$ cat config.mk
export PLATFORM = sky130hd
export DESIGN_NAME = codec_intf
export DESIGN_NICKNAME = d
export VERILOG_FILES = /design/src/rtl/codec_intf.sv
export SDC_FILE = /design/constraint.sdc
export NUM_CORES = 1
export LEC_CHECK = 0
export CORE_MARGIN = 2
export CORE_UTILIZATION = 40
export CTS_CLUSTER_DIAMETER = 60
export CTS_CLUSTER_SIZE = 25
export DETAILED_ROUTE_END_ITERATION = 10
export DONT_BUFFER_PORTS = 1
export GPL_TIMING_DRIVEN = 0
export HOLD_SLACK_MARGIN = 0.12
export SLEW_MARGIN = 20
export SYNTH_ARGS = -nofsm -noshare
export SYNTH_HDL_FRONTEND = slang
export SYNTH_SLANG_ARGS = --single-unit
$ cat constraint.sdc
create_clock -name clk -period 2.9 [get_ports clk]
set_clock_uncertainty 0.2 [all_clocks]
set_input_delay 0.435 -clock clk [delete_from_list [all_inputs] [get_ports clk]]
set_output_delay 0.435 -clock clk [all_outputs]
set_load 0.01 [all_outputs]
$ cat src/rtl/codec_intf.sv
// ----------------------------------------------------------------------------
// codec_intf
//   Front-end between the equaliser core and a CS4272 audio codec.
//   - Generates the codec clocks from one free-running 10-bit counter:
//     MCLK = clk/4, SCLK = clk/16, LRCLK = clk/1024 (low = left, high = right).
//   - Keeps the codec in reset (RSTn low) for RST_FRAMES full LRCLK frames
//     after rst_n is released.
//   - Deserialises I2S SDout into parallel signed left/right samples and
//     pulses vld for one clock when both are updated (once per frame).
//   - Serialises the left/right samples presented by the core onto SDin.
//
// Ports
//   clk      in   system clock (50 MHz)
//   rst_n    in   asynchronous active-low reset
//   MCLK     out  codec master clock, cnt[1]
//   SCLK     out  codec bit clock, cnt[3]
//   LRCLK    out  codec frame clock, cnt[9]
//   RSTn     out  codec reset, active low
//   SDout    in   I2S serial data from the codec ADC
//   SDin     out  I2S serial data to the codec DAC
//   lft_in   out  last received left sample (signed 16 b)
//   rht_in   out  last received right sample (signed 16 b)
//   vld      out  one-clock pulse when lft_in/rht_in update
//   lft_out  in   left sample to transmit (signed 16 b)
//   rht_out  in   right sample to transmit (signed 16 b)
// ----------------------------------------------------------------------------
module codec_intf #(
    parameter int unsigned RST_FRAMES = 1
) (
    input  logic               clk,
    input  logic               rst_n,
    output logic               MCLK,
    output logic               SCLK,
    output logic               LRCLK,
    output logic               RSTn,
    input  logic               SDout,
    output logic               SDin,
    output logic signed [15:0] lft_in,
    output logic signed [15:0] rht_in,
    output logic               vld,
    input  logic signed [15:0] lft_out,
    input  logic signed [15:0] rht_out
);

    logic        [9:0]  r_cnt;
    logic        [15:0] r_frm;
    logic               r_rstn;
    logic        [15:0] r_sr_l;
    logic        [15:0] r_sr_r;
    logic signed [15:0] r_lft_in;
    logic signed [15:0] r_rht_in;
    logic               r_vld;
    logic signed [15:0] r_hold_l;
    logic signed [15:0] r_hold_r;
    logic        [15:0] r_tx;
    logic               r_sdin;

    logic [4:0]  w_bit_cnt;
    logic        w_ch;
    logic        w_rx_en;
    logic        w_tx_edge;
    logic [15:0] w_sr_r_next;

    assign w_bit_cnt   = r_cnt[8:4];
    assign w_ch        = r_cnt[9];
    // Sample one clock before SCLK rises, only on the 16 data slots.
    assign w_rx_en     = (r_cnt[3:0] == 4'd7) && (w_bit_cnt >= 5'd1) && (w_bit_cnt <= 5'd16);
    assign w_tx_edge   = (r_cnt[3:0] == 4'd15);
    // Right LSB arrives in the same cycle the parallel outputs are loaded.
    assign w_sr_r_next = {r_sr_r[14:0], SDout};

    assign MCLK   = r_cnt[1];
    assign SCLK   = r_cnt[3];
    assign LRCLK  = r_cnt[9];
    assign RSTn   = r_rstn;
    assign SDin   = r_sdin;
    assign lft_in = r_lft_in;
    assign rht_in = r_rht_in;
    assign vld    = r_vld;

    // Timebase and codec reset sequencing
    always_ff @(posedge clk or negedge rst_n) begin
        if (!rst_n) begin
            r_cnt  <= '0;
            r_frm  <= '0;
            r_rstn <= 1'b0;
        end else begin
            r_cnt <= r_cnt + 10'd1;
            if (!r_rstn && (r_cnt == 10'h3FF)) begin
                if (r_frm == 16'(RST_FRAMES - 1))
                    r_rstn <= 1'b1;
                else
                    r_frm <= r_frm + 16'd1;
            end
        end
    end

    // Receive: MSB-first shift per channel, parallel update after right LSB
    always_ff @(posedge clk or negedge rst_n) begin
        if (!rst_n) begin
            r_sr_l   <= '0;
            r_sr_r   <= '0;
            r_lft_in <= '0;
            r_rht_in <= '0;
            r_vld    <= 1'b0;
        end else begin
            if (w_rx_en) begin
                if (w_ch)
                    r_sr_r <= w_sr_r_next;
                else
                    r_sr_l <= {r_sr_l[14:0], SDout};
            end
            if (r_cnt == 10'h307) begin
                r_lft_in <= signed'(r_sr_l);
                r_rht_in <= signed'(w_sr_r_next);
            end
            r_vld <= (r_cnt == 10'h307);
        end
    end

    // Transmit: capture at frame end, shift out on SCLK falling edges
    always_ff @(posedge clk or negedge rst_n) begin
        if (!rst_n) begin
            r_hold_l <= '0;
            r_hold_r <= '0;
            r_tx     <= '0;
            r_sdin   <= 1'b0;
        end else begin
            if (r_cnt == 10'h3FF) begin
                r_hold_l <= lft_out;
                r_hold_r <= rht_out;
            end
            if (w_tx_edge) begin
                if (w_bit_cnt == 5'd0) begin
                    r_tx   <= w_ch ? r_hold_r : r_hold_l;
                    r_sdin <= w_ch ? r_hold_r[15] : r_hold_l[15];
                end else if (w_bit_cnt <= 5'd15) begin
                    // r_tx[14] is the bit that becomes MSB after this shift.
                    r_tx   <= {r_tx[14:0], 1'b0};
                    r_sdin <= r_tx[14];
                end else begin
                    r_sdin <= 1'b0;
                end
            end
        end
    end

endmodule

==> results of run 1 <==
## critical path: stages (launching register included)
cell and delay, ns:
dfrtp_1 0.46, ha_1 0.28, and3_1 0.24, nand4_1 0.15
buf_2 0.24, buf_1 0.56, mux2_2 0.41
## per-layer routing
metal,vias to the layer above,share of wire (%),global-route usage (%)
li1,1602,-,-
met1,1690,46,18.8
met2,86,46,22.9
met3,15,6.6,5.63
met4,0,1.8,6.61
met5,-,0,0
## sequential cells by signal, summed over array words and instances (netlist names)
signal	cells
rht_in	16
r_sr_l	16
r_tx	15
r_frm	16
r_hold_r	16
r_hold_l	16
vld	1
SDin	1
RSTn	1
r_cnt	10
lft_in	16
r_sr_r	15
## area by class of cell
| type | instances | area share, % |
|---|---|---|
| timing repair buffer | 33 | 4.77 |
| multi-input combinational | 260 | 30.1 |
| tap | 180 | 3.25 |
| buffer | 22 | 1.68 |
| clock inverter | 10 | 2.71 |
| clock buffer | 21 | 6.79 |
| sequential | 139 | 50.2 |
| inverter | 9 | 0.487 |
## cell usage after synthesis
| cell type | instances |
|---|---|
| and3_1 | 2 |
| and4_1 | 3 |
| buf_1 | 1 |
| buf_2 | 11 |
| buf_4 | 1 |
| buf_6 | 2 |
| clkbuf_1 | 6 |
| clkbuf_2 | 1 |
| dfrtp_1 | 139 |
| ha_1 | 3 |
| inv_1 | 9 |
| mux2_1 | 32 |
| mux2_2 | 65 |
| mux2i_1 | 15 |
| nand2_1 | 44 |
| nand2b_1 | 3 |
| nand3_1 | 5 |
| nand4_1 | 5 |
| nor2_1 | 8 |
| nor2b_1 | 1 |
| nor3_1 | 6 |
| nor3_2 | 1 |
| nor4_1 | 3 |
| nor4_2 | 1 |
| nor4b_1 | 1 |
| o21ai_0 | 31 |
| o21bai_1 | 1 |
| or3_1 | 3 |
| or4_1 | 3 |
| xnor2_1 | 13 |
| xor2_1 | 11 |
## where the power goes
group	total [W]	switching, W	internal, W
combinational	0.0000796	0.0000223	0.0000573
clock	0.00238	0.000793	0.00159
sequential	0.00200	0.0000196	0.00198
## logic make-up (layout without fill, tap and decap cells)
kind of cell / after synthesis / count (layout)
adder cells (fa/ha/maj): 3 / 3
multiplexers: 112 / 112
AND/OR/NAND/NOR: 89 / 89
buffers and inverters: 31 / 95
flip-flops: 139 / 139
XOR/XNOR: 24 / 24
AO/OA/AOI/OAI: 32 / 32
## worst max-delay path by stage
stage / from / endpoint / cells after the start
final: r_cnt[1] / r_hold_l[7] / 6
after global routing: r_cnt[1] / r_hold_l[6] / 6
after CTS: r_cnt[1] / r_hold_l[7] / 6
after detailed placement: r_cnt[1] / r_hold_l[7] / 6
after global placement: r_cnt[1] / r_hold_l[7] / 6
after floorplan: r_cnt[4] / r_sr_l[10] / 6
## stage by stage
stage	setup slack, ns	area [sq um]	util (%)
2_1_floorplan	0.582	5720	-
3_3_place_gp	0.232	5940	42.7
3_5_place_dp	0.185	5940	42.7
4_1_cts	0.158	6930	49.7
5_1_grt	0.0898	6930	49.7
6_report	0.246	6930	49.7
==> out/qor.yml, run 1 <==
critical_path:
  r2r-end: "r_hold_l[7]"
  critPathLaunchType: "flip-flop"
  rr_worst_depth: 6
  endpoint_kind: "flip-flop"
  r2r_start: "r_cnt[1]"
  crit_fanout: 10
  arrival_ns: 2.75
  path_class: "reg2reg"
  rrSetupSlack_ns: 0.25
  cp.required_ns: 3.00
clock_tree:
  clock-sinks: 139
  cts-resized-gates: 0
  cts_hold_buffers: 33
  worstSkewPairLatency_ns: 0.42
  postCtsSetupRepairBufs: 0
  cts.path.max_buffers: 2
  numCtsBuffers: 17
  clockRootBuffer: "clkbuf_16"
  path_clk_slew_ns: 0.06
  cts-htree-levels: 4
  cts_tree: "done"
yosys:
  synth_fa_ha_area_share_pct: 0.656
  synth_compound_area_share_pct: 2.84
  synth_area_leaders: "dfrtp_1, mux2_2, mux2_1"
  ys_seq_elements: 139
  yosysTopAreaCell: "dfrtp_1"
  yosys.area_share.simple_pct: 7.64
  synth.area.mux_share_pct: 21.7
  synth_top_family_by_area: "multiplexers"
  yosys_warnings: 0
  synth_cells: 430
  synth_nets: 468
  yosysTopAreaCellShare_pct: 60.8
  yosysSeqAreaShare_pct: 60.8
  yosysUniqueCellTypes: 31
  postSynthAreaPerCell_sq_um: 13.3
  synth_area_sq_um: 5720
  synth-xor-area-share_pct: 3.68
routing:
  post_drt_wl_per_cell_microns: 15.1
  firstDrtPassIters: 4
  drtAntennaViolNets: 0
  totalWireLength_microns: 10100
  drtIter0Drc: 153
  dr_total_vias: 3393
  route.detailed.drc: 0
  vias_per_cell: 5.03
placement:
  portBuffers: 0
  dp_cells: 610
  gp_routability_congestion: 0.764
  place_hpwl_microns: 6710
pwr:
  p_leak_nw: 3.23
  power_w: 0.00446
  vdd_drop_max_uv: 371
  power.density_nw_per_um2: 643
final_layout:
  fin_cells: 674
  multi_input_area_sq_um: 2090
  regArea_sq_um: 3480
  n_antenna_cell: 0
  nFillCells: 1205
  layout_commonest_cell: "dfrtp_1"
  area_growth_pct: 21.2
  final_nets: 520
  drive_above_1_share_pct: 22.7
  final_cell_mix: "dfrtp_1, mux2_2, nand2_1"
floorplan:
  fp.dieArea_sq_um: 15300
  std_cell_rows: 43
  core_area_sq_um: 13900
  initial_core_util_pct: 41.0
  die_w_microns: 124
  die_y_microns: 124
  io_pins: 73
run_status:
  violations: "hold timing"
  outcome: "finished with violations"
timing:
  rsz0062_at_grt: "false"
  hold_ws_ns: -0.489
  finalCriticalPeriod_ns: 2.65
  hold_viol: 139
  relSlewSlack_pct: 53.9
  min_period_over_period_pct: 91.5
  setup_viol: 0
  report.final.slew_viol_count: 0
  worst_slew_pin_slew_ns: 0.692
  fin_setup_tns_ns: 0
  clock.fmax_mhz: 377
global_routing:
  grt_max_degree: 140
  grtUsageTotal_pct: 14.9
  grt_pass1_wl_microns: 17300
  grt_pass1_vias: 3547
  antenna_found_initial: 0
  gr-total-overflow: 0
hold_path:
  hp-class: "in2async"
run:
  cap_viol_max_count: 0
No activity file was read; power rests on OpenSTA's default activity.
==> run 2, diff against run 1 <==
SETUP_SLACK_MARGIN = 0.4   (was not set)
==> out/qor.yml, run 2 (synthesis results as in run 1) <==
placement:
  portBuffers: 0  # unchanged
  place_ws_ns: 0.185  # unchanged
  place_hpwl_microns: 6710  # unchanged
  dp_cells: 610  # unchanged
  gp_routability_congestion: 0.764  # unchanged
final_layout:
  nFillCells: 1204  # -0.083%
  fin_cells: 675  # +0.15%
  n_antenna_cell: 0  # unchanged
  layout_commonest_cell: "dfrtp_1"
  final_cell_mix: "dfrtp_1, mux2_2, nand2_1"
  area_growth_pct: 21.6
  final_nets: 521  # +0.19%
  multi_input_area_sq_um: 2100  # +0.42%
  drive_above_1_share_pct: 23.2  # +0.56 points
  regArea_sq_um: 3480  # about the same
  post-route-util_pct: 49.9  # +0.13 points
floorplan:
  core_area_sq_um: 13900  # unchanged
  die_y_microns: 124  # unchanged
  initial_core_util_pct: 41.0  # unchanged
  std_cell_rows: 43  # unchanged
  die_w_microns: 124  # unchanged
  io_pins: 73  # unchanged
  fp.dieArea_sq_um: 15300  # unchanged
routing:
  route.detailed.drc: 0  # unchanged
  firstDrtPassIters: 4  # unchanged
  vias_per_cell: 5.04  # +0.15%
  post_drt_wl_per_cell_microns: 15.1  # +0.28%
  dr_total_vias: 3403  # +0.29%
  drtIter0Drc: 151  # -1.3%
  totalWireLength_microns: 10200  # +0.42%
  drtAntennaViolNets: 0  # unchanged
clock_tree:
  path_clk_slew_ns: 0.06  # about the same
  clock-sinks: 139  # unchanged
  cts_hold_buffers: 33  # unchanged
  clockRootBuffer: "clkbuf_16"
  cts.path.max_buffers: 2  # unchanged
  cts-htree-levels: 4  # unchanged
  worstSkewPairLatency_ns: 0.42  # about the same
  numCtsBuffers: 17  # unchanged
  cts_tree: "done"
timing:
  clock.fmax_mhz: 421  # +12%
  report.final.slew_viol_count: 0  # unchanged
  relSlewSlack_pct: 72.5  # +19 points
  setup_viol: 0  # unchanged
  hold_ws_ns: -0.488  # +0.000659 ns
  hold_viol: 139  # unchanged
  finalCriticalPeriod_ns: 2.38  # -0.277 ns
  rsz0062_at_grt: "true"
  fin_setup_tns_ns: 0  # unchanged
  worst_slew_pin_slew_ns: 0.413  # -0.279 ns
  min_period_over_period_pct: 82.0  # -9.6 points
  setup_ws_ns: 0.523  # +0.277 ns
pwr:
  combPwrFrac_pct: 1.8  # about the same
  p_leak_nw: 3.24  # +0.15%
  switching_share_pct: 18.7  # -0.039 points
  clkPwrFrac_pct: 53.4  # about the same
  p_int_w: 0.00363  # about the same
  power.density_nw_per_um2: 641  # -0.31%
  p_switching_w: 0.000832  # -0.25%
  vdd_drop_max_uv: 369  # -0.54%
  p_seq_share_pct: 44.8  # about the same
global_routing:
  grt_max_degree: 140  # unchanged
  grtUsageTotal_pct: 15.0  # +0.079 points
  grt_pass1_wl_microns: 17400  # +0.48%
  grt_pass1_vias: 3550  # +0.085%
  gr-total-overflow: 0  # unchanged
  antenna_found_initial: 0  # unchanged
critical_path:
  crit_fanout: 5  # -5
  cp.required_ns: 3.04  # +0.04 ns
  crit_family: "simple AND/OR/NAND/NOR gates"
  arrival_ns: 2.52  # -0.23 ns
  path_cells: "ha_1 -> and3_1 -> nand4_1 -> or4_1 -> buf_2 -> nor2_1 -> xor2_1"
  cp_slowest_stage_delay_ns: 0.56  # about the same
  critPathSlowestCell: "or4_1"
  path_class: "reg2reg"
  critPathLaunchType: "flip-flop"
  crit_buf_inv: 1  # -1
  endpoint_kind: "flip-flop"
hold_path:
  hp-class: "in2async"
run:
  cap_viol_max_count: 0  # unchanged
run_status:
  outcome: "finished with violations"
  violations: "hold timing"
[run 2: worst register-to-register path, delay by kind of cell (launching register included)]
family,cells,cell delay (ns)
xor gates and xnor gates,1,0.15
adders and majority gates,1,0.24
buffers and inverters,1,0.17
DFF,1,0.42
and+or+nand+nor,4,1.11
[run 2: per-stage QoR]
step	hold WS (ns)	cell area, sq um	total power [W]
after global routing	-0.514	6950	0.00463
after floorplan	-0.0606	5720	0.00206
after CTS	-0.508	6940	0.00452
final	-0.488	6950	0.00446
after global placement	-0.0577	5940	0.00207
after detailed placement	-0.0577	5940	0.00208
[run 2: per-layer routing]
| metal | share of wire [%] | GRT usage (%) | up-vias |
|---|---|---|---|
| met2 | 46 | 23.2 | 89 |
| met1 | 45 | 18.8 | 1696 |
| met3 | 6.7 | 5.63 | 15 |
| met4 | 1.8 | 6.61 | 0 |
| met5 | 0 | 0 | - |
| li1 | - | - | 1603 |
[run 2: power by group through the flow]
stage,logic (W),registers [W],clock network [W]
after floorplan,0.0000383,0.00202,0
after global placement,0.0000421,0.00203,0
after detailed placement,0.0000446,0.00203,0
after CTS,0.0000801,0.00200,0.00244
after global routing,0.0000896,0.00200,0.00254
final,0.0000796,0.00200,0.00238
[run 2: area by class of cell]
class	instances	area share (%)
repair buffers	34	4.86
well taps	180	3.24
inverters	9	0.486
plain buffers	22	1.69
multi-input cells	260	30.2
clock buffers	21	6.77
flip-flops and latches	139	50.1
clock inverters	10	2.70
[run 2: final timing paths]
kind                       startpoint           end  slack, ns  cells past startpoint
hold reg to reg              r_cnt[0]      r_cnt[0]       0.27                      1
max in group asynchronous       rst_n  r_hold_r[11]       2.80                      0
min in group clk             r_cnt[0]      r_cnt[0]       0.27                      1
setup / recovery             r_cnt[1]     r_frm[13]       0.52                      7
setup reg to reg             r_cnt[1]     r_frm[13]       0.52                      7
hold / removal                  rst_n     lft_in[4]      -0.49                      0
[run 2: repair_timing]
action | CTS | global route
setup endpoints to repair | 30 | 40
endpoints found under the hold margin | 174 | 139
pin swaps | 0 | 1
setup buffers | 0 | 1
gates resized for setup | 2 | 1
==> run 3, diff against run 2 <==
clock period = 2.05 ns   (was 2.9 ns; I/O delays follow)
==> out/qor.yml, run 3 (synthesis results as in run 1) <==
run_status:
  outcome: "finished with violations"
  violations: "hold timing, setup timing"
final_layout:
  drive_above_1_share_pct: 44.0  # +21 points
  area_growth_pct: 42.8
  stdcell_area_sq_um: 8170  # +18%
  layout_commonest_cell: "dfrtp_1"
  nFillCells: 1089  # -9.6%
  final_cell_mix: "dfrtp_1, mux2_4, dlygate4sd3_1"
  n_antenna_cell: 0  # unchanged
  fin_cells: 712  # +5.5%
  final_nets: 558  # +7.1%
  post-route-util_pct: 58.6  # +8.7 points
pwr:
  combPwrFrac_pct: 2.5  # +0.7 points
  p_leak_nw: 4.08  # +26%
  power.density_nw_per_um2: 715  # +11%
  p_int_w: 0.00461  # +27%
  p_seq_share_pct: 48.5  # +3.7 points
  p_switching_w: 0.00123  # +47%
  clkPwrFrac_pct: 49.0  # -4.4 points
  power_w: 0.00584  # +31%
  vdd_drop_max_uv: 498  # +35%
  switching_share_pct: 21.0  # +2.3 points
placement:
  portBuffers: 0  # unchanged
  dp_cells: 610  # unchanged
  place_hpwl_microns: 6750  # +0.52%
  gp_routability_congestion: 0.761  # -0.42%
  dpl_cell_area_sq_um: 6240  # +5.1%
timing:
  report.final.slew_viol_count: 0  # unchanged
  min_period_over_period_pct: 108  # +26 points
  finalCriticalPeriod_ns: 2.22  # -0.157 ns
  setup_ws_ns: -0.170  # -0.693 ns
  clock.fmax_mhz: 450  # +7.1%
  hold_ws_ns: -0.625  # -0.137 ns
  hold_viol: 139  # unchanged
  worst_slew_pin_slew_ns: 0.363  # -0.0499 ns
  relSlewSlack_pct: 75.8  # +3.3 points
  rsz0062_at_grt: "true"
  setup_viol: 77  # +77
floorplan:
  io_pins: 73  # unchanged
  core_area_sq_um: 13900  # unchanged
  fp.dieArea_sq_um: 15300  # unchanged
  die_w_microns: 124  # unchanged
  std_cell_rows: 43  # unchanged
  initial_core_util_pct: 41.0  # unchanged
  die_y_microns: 124  # unchanged
global_routing:
  grtUsageTotal_pct: 17.4  # +2.4 points
  grt_pass1_vias: 3848  # +8.4%
  gr-total-overflow: 0  # unchanged
  grt_pass1_wl_microns: 19800  # +14%
  grt_max_degree: 140  # unchanged
  antenna_found_initial: 0  # unchanged
run:
  cap_viol_max_count: 0  # unchanged
routing:
  drtAntennaViolNets: 0  # unchanged
  dr_total_vias: 3547  # +4.2%
  firstDrtPassIters: 4  # unchanged
  totalWireLength_microns: 12100  # +19%
  route.detailed.drc: 0  # unchanged
  vias_per_cell: 4.98  # -1.2%
  drtIter0Drc: 92  # -39%
  post_drt_wl_per_cell_microns: 17.0  # +13%
critical_path:
  critPathSlowestCell: "or4_1"
  critPathLaunchType: "flip-flop"
  path_class: "reg2reg"
  cp_slowest_stage_delay_ns: 0.43  # -0.13 ns
  crit_fanout: 5  # unchanged
  endpoint_kind: "flip-flop"
  arrival_ns: 2.33  # -0.19 ns
  path_cells: "nor4_4 -> xor2_1 -> or4_1 -> buf_6 -> clkbuf_16 -> mux2_4"
  crit_family: "simple AND/OR/NAND/NOR gates"
  crit_buf_inv: 2  # +1
  cp.required_ns: 2.16  # -0.88 ns
clock_tree:
  cts-htree-levels: 4  # unchanged
  worstSkewPairLatency_ns: 0.42  # about the same
  cts_tree: "done"
  cts.path.max_buffers: 2  # unchanged
  path_clk_slew_ns: 0.06  # about the same
  clock-sinks: 139  # unchanged
  numCtsBuffers: 17  # unchanged
  clockRootBuffer: "clkbuf_16"
  cts_hold_buffers: 33  # unchanged
hold_path:
  hp-class: "in2async"
run 3: cell types whose count changed in the layout (fill, tap and decap cells not counted), sizes merged:
cell and delta:
buf +38, bufinv -4, clkinv +4, clkbuf -3
clkinvlp +2
run 3: metal layers:
layer | routed length [microns] | part of all wire (%) | GRT usage [%]
met1 | 5370 | 44 | 21.6
met2 | 5990 | 49 | 28.2
met3 | 576 | 4.8 | 6.04
met4 | 179 | 1.5 | 6.18
met5 | 0 | 0 | 0
run 3: power by group through the flow:
stage	Combinational (W)	Sequential [W]	Clock [W]
5_1_grt	0.000158	0.00283	0.00308
3_5_place_dp	0.0000749	0.00287	0
3_3_place_gp	0.0000723	0.00287	0
4_1_cts	0.000141	0.00283	0.00292
6_report	0.000147	0.00283	0.00286
2_1_floorplan	0.0000664	0.00287	0
run 3: repair_timing:
action                                 CTS  global route
pin swaps                               16             5
setup endpoints to repair              129           130
cloned                                   8             2
buffers inserted                        24             4
gates resized for setup                138            29
endpoints found under the hold margin  174           139
run 3: path summary, 6_finish.rpt:
check                           from      endpoint  slack, ns  depth (start not counted)
min reg2reg                r_frm[15]     r_frm[15]       0.28                          1
min                            rst_n    lft_in[14]      -0.62                          0
max in group asynchronous      rst_n  r_hold_l[14]       1.98                          0
max reg2reg                 r_cnt[4]    r_sr_r[13]      -0.17                          6
max                         r_cnt[4]    r_sr_r[13]      -0.17                          6
min in group clk           r_frm[15]     r_frm[15]       0.28                          1
run 3: final cells by class:
cell class / count / area [sq um] / share of cell area (%)
tap: 180 / 225 / 2.76
clock buffer: 19 / 453 / 5.55
timing repair buffer: 71 / 895 / 11.0
sequential: 139 / 3480 / 42.6
clock inverter: 12 / 98.8 / 1.21
multi-input combinational: 260 / 2670 / 32.7
inverter: 9 / 33.8 / 0.414
buffer: 22 / 310 / 3.80
run 3: stage by stage:
step                setup WS [ns]  TNS [ns]
detailed placement         -0.392    -19.04
global route               -0.268    -16.30
finish                     -0.170     -6.06
CTS                        -0.155     -5.10
global placement           -0.353    -17.59
floorplan                  -0.175     -3.93
